[src/rtl/uart_rx_core.sv]
// UART receive core: 16x oversampled 8N1 deserialiser with RDR/RDRF holding
// register, framing-error and overrun status for the SCI register bank.
module uart_rx_core #(
  parameter int unsigned DIV = 27,
  parameter int unsigned OSR = 16
) (
  input  logic       clk,
  input  logic       rstb,
  input  logic       rxd,
  input  logic       rie,
  input  logic       rd_clr,
  output logic [7:0] rdr,
  output logic       rdrf,
  output logic       fe,
  output logic       orun,
  output logic       rx_busy,
  output logic       rx_irq
);

  typedef enum logic [1:0] {IDLE, START, DATA, STOP} state_t;

  localparam logic [15:0] DivLast = 16'(DIV - 1);
  localparam logic [3:0]  SmpLast = 4'(OSR - 1);
  localparam logic [3:0]  SmpMid  = 4'(OSR / 2 - 1);

  state_t      state_q, state_d;
  logic        rx_meta_q, rxs_q, rxs_prev_q;
  logic [15:0] pcnt_q, pcnt_d;
  logic [3:0]  scnt_q, scnt_d;
  logic [2:0]  bcnt_q, bcnt_d;
  logic [2:0]  smp_q, smp_d;
  logic [7:0]  shift_q, shift_d;
  logic [7:0]  rdr_q, rdr_d;
  logic        rdrf_q, rdrf_d;
  logic        fe_q, fe_d;
  logic        orun_q, orun_d;
  logic        tick, maj, frame_done, stop_ok;

  assign tick  = (state_q != IDLE) && (pcnt_q == DivLast);
  assign smp_d = tick ? {smp_q[1:0], rxs_q} : smp_q;
  // Majority includes the sample taken on the current tick.
  assign maj   = (smp_d[0] & smp_d[1]) | (smp_d[0] & smp_d[2]) | (smp_d[1] & smp_d[2]);

  always_ff @(posedge clk or negedge rstb) begin
    if (!rstb) begin
      rx_meta_q  <= 1'b1;
      rxs_q      <= 1'b1;
      rxs_prev_q <= 1'b1;
      state_q    <= IDLE;
      pcnt_q     <= '0;
      scnt_q     <= '0;
      bcnt_q     <= '0;
      smp_q      <= '1;
      shift_q    <= '0;
      rdr_q      <= '0;
      rdrf_q     <= 1'b0;
      fe_q       <= 1'b0;
      orun_q     <= 1'b0;
    end else begin
      rx_meta_q  <= rxd;
      rxs_q      <= rx_meta_q;
      rxs_prev_q <= rxs_q;
      state_q    <= state_d;
      pcnt_q     <= pcnt_d;
      scnt_q     <= scnt_d;
      bcnt_q     <= bcnt_d;
      smp_q      <= smp_d;
      shift_q    <= shift_d;
      rdr_q      <= rdr_d;
      rdrf_q     <= rdrf_d;
      fe_q       <= fe_d;
      orun_q     <= orun_d;
    end
  end

  always_comb begin
    state_d    = state_q;
    pcnt_d     = (state_q == IDLE || tick) ? '0 : pcnt_q + 16'd1;
    scnt_d     = tick ? scnt_q + 4'd1 : scnt_q;
    bcnt_d     = bcnt_q;
    shift_d    = shift_q;
    frame_done = 1'b0;
    stop_ok    = 1'b0;
    case (state_q)
      IDLE: begin
        if (rxs_prev_q && !rxs_q) begin
          state_d = START;
          scnt_d  = '0;
          pcnt_d  = '0;
        end
      end
      START: begin
        if (tick && scnt_q == SmpMid) begin
          if (maj) begin
            state_d = IDLE;
          end else begin
            state_d = DATA;
            scnt_d  = '0;
            bcnt_d  = '0;
          end
        end
      end
      DATA: begin
        if (tick && scnt_q == SmpLast) begin
          shift_d = {maj, shift_q[7:1]};
          bcnt_d  = bcnt_q + 3'd1;
          if (bcnt_q == 3'd7) state_d = STOP;
        end
      end
      STOP: begin
        if (tick && scnt_q == SmpLast) begin
          frame_done = 1'b1;
          stop_ok    = maj;
          state_d    = IDLE;
        end
      end
      default: state_d = IDLE;
    endcase
  end

  // A read in the completion cycle frees RDR, so the new byte loads instead of overrunning.
  always_comb begin
    rdr_d  = rdr_q;
    rdrf_d = rdrf_q;
    fe_d   = fe_q;
    orun_d = orun_q;
    if (rd_clr) begin
      rdrf_d = 1'b0;
      fe_d   = 1'b0;
      orun_d = 1'b0;
    end
    if (frame_done) begin
      if (!rdrf_q || rd_clr) begin
        rdr_d  = shift_q;
        rdrf_d = 1'b1;
        fe_d   = ~stop_ok;
      end else begin
        orun_d = 1'b1;
      end
    end
  end

  assign rdr     = rdr_q;
  assign rdrf    = rdrf_q;
  assign fe      = fe_q;
  assign orun    = orun_q;
  assign rx_busy = (state_q != IDLE);
  assign rx_irq  = rdrf_q & rie;

endmodule
[config.mk]
export PLATFORM = sky130hd
export DESIGN_NAME = uart_rx_core
export DESIGN_NICKNAME = d
export VERILOG_FILES = /design/src/rtl/uart_rx_core.sv
export SDC_FILE = /design/constraint.sdc
export NUM_CORES = 1
export LEC_CHECK = 0
export CAP_MARGIN = 10
export CORE_ASPECT_RATIO = 0.75
export CORE_MARGIN = 8
export CORE_UTILIZATION = 40
export DETAILED_ROUTE_END_ITERATION = 10
export SKIP_CTS_REPAIR_TIMING = 1
export SLEW_MARGIN = 30
export SYNTH_ARGS = -nofsm -noshare
export SYNTH_HDL_FRONTEND = slang
export SYNTH_SLANG_ARGS = --single-unit
[constraint.sdc]
create_clock -name clk -period 3.14 [get_ports clk]
set_input_delay 0.942 -clock clk [delete_from_list [all_inputs] [get_ports clk]]
set_output_delay 0.942 -clock clk [all_outputs]
set_load 0.005 [all_outputs]
==> results of run 1 <==
synth_stat cells (2+ instances only):
| cell | count |
|---|---|
| dfrtp_1 | 44 |
| nand2_1 | 21 |
| nor2_1 | 21 |
| nor3_1 | 10 |
| a21oi_1 | 8 |
| mux2_2 | 8 |
| xnor2_1 | 8 |
| mux2_4 | 7 |
| nand3_1 | 7 |
| dfstp_2 | 6 |
| inv_1 | 6 |
| ha_1 | 5 |
| clkbuf_1 | 4 |
| o21ai_0 | 4 |
| or3_1 | 4 |
| or4_4 | 4 |
| xor2_1 | 4 |
| mux2_1 | 3 |
| or2_2 | 3 |
| a22o_1 | 2 |
| a31oi_1 | 2 |
| nor4_1 | 2 |
| nor4_4 | 2 |
| o21ai_1 | 2 |
sequential cells by signal, indices dropped and copies added (netlist names), named ones only:
| signal | count |
|---|---|
| rxs_prev_q | 1 |
| orun | 1 |
| rx_meta_q | 1 |
| bcnt_q | 3 |
| rdrf | 1 |
| rxs_q | 1 |
| fe | 1 |
| scnt_q | 4 |
| state_q | 1 |
| pcnt_q | 16 |
| rdr | 8 |
| smp_q | 3 |
| shift_q | 8 |
metrics by stage:
stage | instances | util | power [mW] | cell area [sq um] | worst slack (ps)
2_1_floorplan | 210 | - | 0.861 | 2370 | 641
3_3_place_gp | 301 | 0.456 | 0.915 | 2630 | 202
3_5_place_dp | 301 | 0.456 | 0.920 | 2630 | 208
4_1_cts | 309 | 0.472 | 1.32 | 2720 | 202
5_1_grt | 309 | 0.472 | 1.37 | 2720 | 188
6_report | 309 | 0.472 | 1.30 | 2720 | 212
cells in the final DEF (no fill, tap or decap), drive strengths merged, types with 2 or more instances in the layout:
master / count
nand2: 22
dfrtp: 44
mux2: 18
a21oi: 8
inv: 8
or3b: 2
nor4: 4
or4: 5
nor3: 10
xnor2: 8
or2: 4
clkdlybuf4s50: 16
o21ai: 7
nand3: 7
dfstp: 6
a31oi: 2
or3: 4
and3: 2
nor2: 21
a22o: 2
buf: 3
ha: 5
clkbuf: 5
xor2: 4
power by group through the flow:
stage,registers [mW],logic (mW),clock network [mW]
2_1_floorplan,0.733,0.128,0
3_3_place_gp,0.744,0.171,0
4_1_cts,0.733,0.176,0.406
6_report,0.732,0.171,0.393
5_1_grt,0.741,0.201,0.428
3_5_place_dp,0.746,0.175,0
path summary, 6_finish.rpt:
check                      slack [ps]  startpoint  cells after the start          to
max                               210         rie                      3      rx_irq
min                               360   rx_meta_q                      0       rxs_q
max reg2reg                       520   pcnt_q[0]                      7  shift_q[7]
min reg2reg                       360   rx_meta_q                      0       rxs_q
max in group asynchronous        1980        rstb                      2      rdr[6]
min in group asynchronous         620        rstb                      1   scnt_q[2]
cell type report:
cell class	count	area share
flip-flops and latches	50	0.463
clock buffers	5	0.0253
repair buffers	19	0.0708
clock inverters	3	0.00966
multi-input cells	148	0.388
well taps	78	0.0359
inverters	6	0.00828
per-layer routing:
metal	routed length, um	global-route usage	part of all wire
met5	0	0	0
met4	51	0.0397	0.012
met3	223	0.0318	0.053
met2	1790	0.153	0.42
met1	2160	0.152	0.51
cells by family after synthesis:
kind of cell	after synthesis
flops	50
mux	19
fa+ha+maj	5
xor+xnor	12
simple gates	88
compound gates	24
buf+inv	12
==> qor.yml, run 1 <==
status: "completed"
fp.dieW_um: 105
yosysTopAreaCellShare: 0.465
rows: 24
grt_max_degree: 28
grt_usage: 0.108
internal_power_mw: 0.923
critPathMaxStageDelay_ps: 490
p_comb_frac: 0.132
viasPerCell: 5.05
synthXorXnorAreaFrac: 0.0444
clockPowerShare: 0.303
max_slew_margin: 0.523
hpwl_mm: 3.06
synth_warnings: 0
synth_fa_ha_area_frac: 0.0264
portBuffers: 17
post-route-period-util: 0.933
drt_iter0_markers: 131
cts_buffer_depth: 2
p_leak_nw: 1.21
drt-total-wl_mm: 4.22
clk_latency_ps: 310
ir_drop_mv: 0.273
synth_top_family_by_area: "simple AND/OR/NAND/NOR gates"
synth_nets: 220
cts_max_level: 2
start_util: 0.411
cts_buffers: 5
pwr-share-seq: 0.565
vias: 1561
synthCells: 210
synth.avg_cell_area_sq_um: 11.3
syn_to_final_growth_pct: 15.0
hold_class: "reg2reg"
io_pins: 18
grt_antenna_before_repair: 0
first_pass_iters: 5
clkSinkCount: 50
routedWlPerCell_um: 13.7
remaining_drc_errors: 0
num-nets-final: 240
ys_async_sr_fraction: 1.00
synth-edff-count: 0
cts.clk_slew.worst_paths_ps: 90
path_buf_inv: 2
skew_ps: 11.6
yosys.area.top_type: "dfrtp_1"
n_antenna_cell: 0
gp_congestion: 0.810
seqCellArea_sq_um: 1260
yosys.area_share.simple: 0.209
grt_pass1_wl_mm: 7.55
critPathTopFamily: "buffers and inverters"
worst_path_max_delay_cell: "clkdlybuf4s50_1"
fillerInstances: 540
finalHoldViolCount: 0
crit_chain: "clkdlybuf4s50_1 > and2_1 > clkdlybuf4s50_1"
multi_input_area_sq_um: 1050
worst-path-max-fanout: 1
pwr_density_cell_nw_per_um2: 476
max_cap_violations: 0
power.share.switching: 0.288
drtAntennaViolNets: 0
die_area_sq_um: 8660
cts_tree: "built"
critPathCaptureType: "output port"
cts_root_buffer: "clkbuf_8"
synth_flop_cell: "dfrtp_1"
synth.cell_area_sq_um: 2370
synthTopCellsByArea: "dfrtp_1 (47%), dfstp_2 (6.7%), mux2_4 (4.4%)"
setup_tns_ps: 0
grt_pass1_vias: 1540
worstPathArrival_ps: 1990
coreArea_sq_um: 5770
synthMuxAreaShare: 0.101
fin_crit_ps: 2930
slew_viol_final: 0
setup_viol: 0
rsz0062_at_grt: "no"
max_freq_mhz: 341
yosysUniqueCellTypes: 47
ys_seq_area_frac: 0.532
worst-slew-pin-transition_ps: 714
whs_ps: 362
drive_gt1_frac: 0.199
die_h_um: 82.6
synth_compound_area_frac: 0.0645
switchingPower_mw: 0.373
path_common_cell: "clkdlybuf4s50_1"
yosys_register_bits: 50
crit_path_start_kind: "input pin"
critPathKind: "in2out"
required_ps: 2200
overflow: 0
No activity file was read; power rests on OpenSTA's default activity.
==> run 2, diff against run 1 <==
==> constraint.sdc (replaced) <==
create_clock -name clk -period 2.61 [get_ports clk]
set_input_delay 0.783 -clock clk [delete_from_list [all_inputs] [get_ports clk]]
set_output_delay 0.783 -clock clk [all_outputs]
set_load 0.005 [all_outputs]
==> run 2 against run 1 <==
Against the previous run:
- global-route usage is essentially flat
- first-iteration DRC count shrank 50%
- combinational power grew 37%
- clock skew shrank 1.6 ps
- sequential cell count is the same
- hold slack gained 4.5 ps
- worst setup slack lost 88 ps
- register-to-register slack lost 400 ps
- via count grew 2.2%
- critical path depth grew 4
- critical endpoint is now fe
- largest power group unchanged
==> qor.yml, run 2 (synthesized netlist as in run 1, its figures left out) <==
final_common_cell: "dfrtp_1"
cts_max_level: 2
first_pass_iters: 4
whs_ps: 366
die_h_um: 82.6
worstPathArrival_ps: 2690
rsz0062_at_grt: "no"
drt-total-wl_mm: 4.38
coreArea_sq_um: 5770
regMostFlops: "pcnt_q"
postLayoutCellArea_sq_um: 2790
fp.dieW_um: 105
power_mw: 1.59
grt_pass1_wl_mm: 7.53
fin_util: 0.485
grt_max_degree: 28
finalHoldViolCount: 0
critPathCaptureType: "flop"
remaining_drc_errors: 0
vias: 1596
layout_common_cells: "dfrtp_1 (44), nor2_1 (21), nand2_1 (21), clkdlybuf4s50_1 (15), nor3_1 (9)"
gp_congestion: 0.788
max_freq_mhz: 402
clk_latency_ps: 310
skew_ps: 9.97
setup_viol: 0
grt_antenna_before_repair: 0
viasPerCell: 5.07
fin_ws_ps: 123
routedWlPerCell_um: 13.9
hpwl_mm: 3.15
p_leak_nw: 1.27
cts.clk_slew.worst_paths_ps: 100
grt_usage: 0.108
cts_buffer_depth: 2
critPathKind: "reg2reg"
post-route-period-util: 0.953
drive_gt1_frac: 0.228
drtAntennaViolNets: 0
dpl-instance-area_sq_um: 2680
cts_buffers: 5
instances_no_fill: 315
slew_viol_final: 0
r2r_start: "pcnt_q[0]"
drt_iter0_markers: 66
worst-path-max-fanout: 4
setup_tns_ps: 0
start_util: 0.411
fin_crit_ps: 2490
seqCellArea_sq_um: 1260
hold_class: "reg2reg"
rows: 24
fillerInstances: 546
cts_root_buffer: "clkbuf_8"
portBuffers: 17
hp-start: "rx_meta_q"
cts_tree: "built"
die_area_sq_um: 8660
multi_input_area_sq_um: 1060
max_slew_margin: 0.621
n_antenna_cell: 0
num-nets-final: 246
max_cap_violations: 0
clkSinkCount: 50
io_pins: 18
syn_to_final_growth_pct: 18.0
critPathLaunch: "pcnt_q[0]"
required_ps: 2810
whs_path_depth: 0
largest_reg_flops: 16
status: "completed"
pwr_density_cell_nw_per_um2: 570
overflow: 0
placed_cells: 307
ir_drop_mv: 0.286
grt_pass1_vias: 1563
post-place-ws_ps: -8.46
worst-slew-pin-transition_ps: 568
r2r_cells: 7
crit_path_start_kind: "flop"
==> run 2: per-layer routing <==
metal	wire length, um	GRT usage
met1	2270	0.150
met5	0	0
met2	1870	0.159
met4	38	0.0298
met3	198	0.0333
==> run 2: worst max-delay path, stage by stage, from the launching register on <==
cell and delay (ps):
dfrtp_1 400, inv_1 60, ha_1 120, or3b_2 470
or4_4 590, or4_4 560, o21ai_2 120, o21ai_1 70
==> run 2: area by class of cell <==
type | instances | share of cell area
Timing Repair Buffer | 25 | 0.0905
Multi-Input combinational cell | 148 | 0.381
Tap cell | 78 | 0.0349
Sequential cell | 50 | 0.451
Clock buffer | 5 | 0.0246
Clock inverter | 3 | 0.0103
Inverter | 6 | 0.00806
==> run 2: power breakdown <==
group | leakage, nW | switching [mW] | internal (mW) | total [mW]
clock | 0.0506 | 0.281 | 0.201 | 0.482
combinational | 0.551 | 0.127 | 0.108 | 0.235
sequential | 0.667 | 0.0525 | 0.824 | 0.877
==> run 2: path summary, 6_finish.rpt <==
kind                            slack (ps)         to
worst max-delay path                   120         fe
min in group asynchronous              460  scnt_q[3]
worst max register to register         120         fe
worst min register to register         370      rxs_q
max in group asynchronous             1610  pcnt_q[1]
worst min-delay path                   370      rxs_q
==> run 3, diff against run 2 <==
--- a/config.mk
+++ b/config.mk
@@ -5,6 +5,7 @@
 export SDC_FILE = /design/constraint.sdc
 export NUM_CORES = 1
 export LEC_CHECK = 0
+export ABC_CLOCK_PERIOD_IN_PS = 2610
 export CAP_MARGIN = 10
 export CORE_ASPECT_RATIO = 0.75
 export CORE_MARGIN = 8
==> results of run 3 <==
The final DEF is identical to that of run 2; final timing and power are the same.
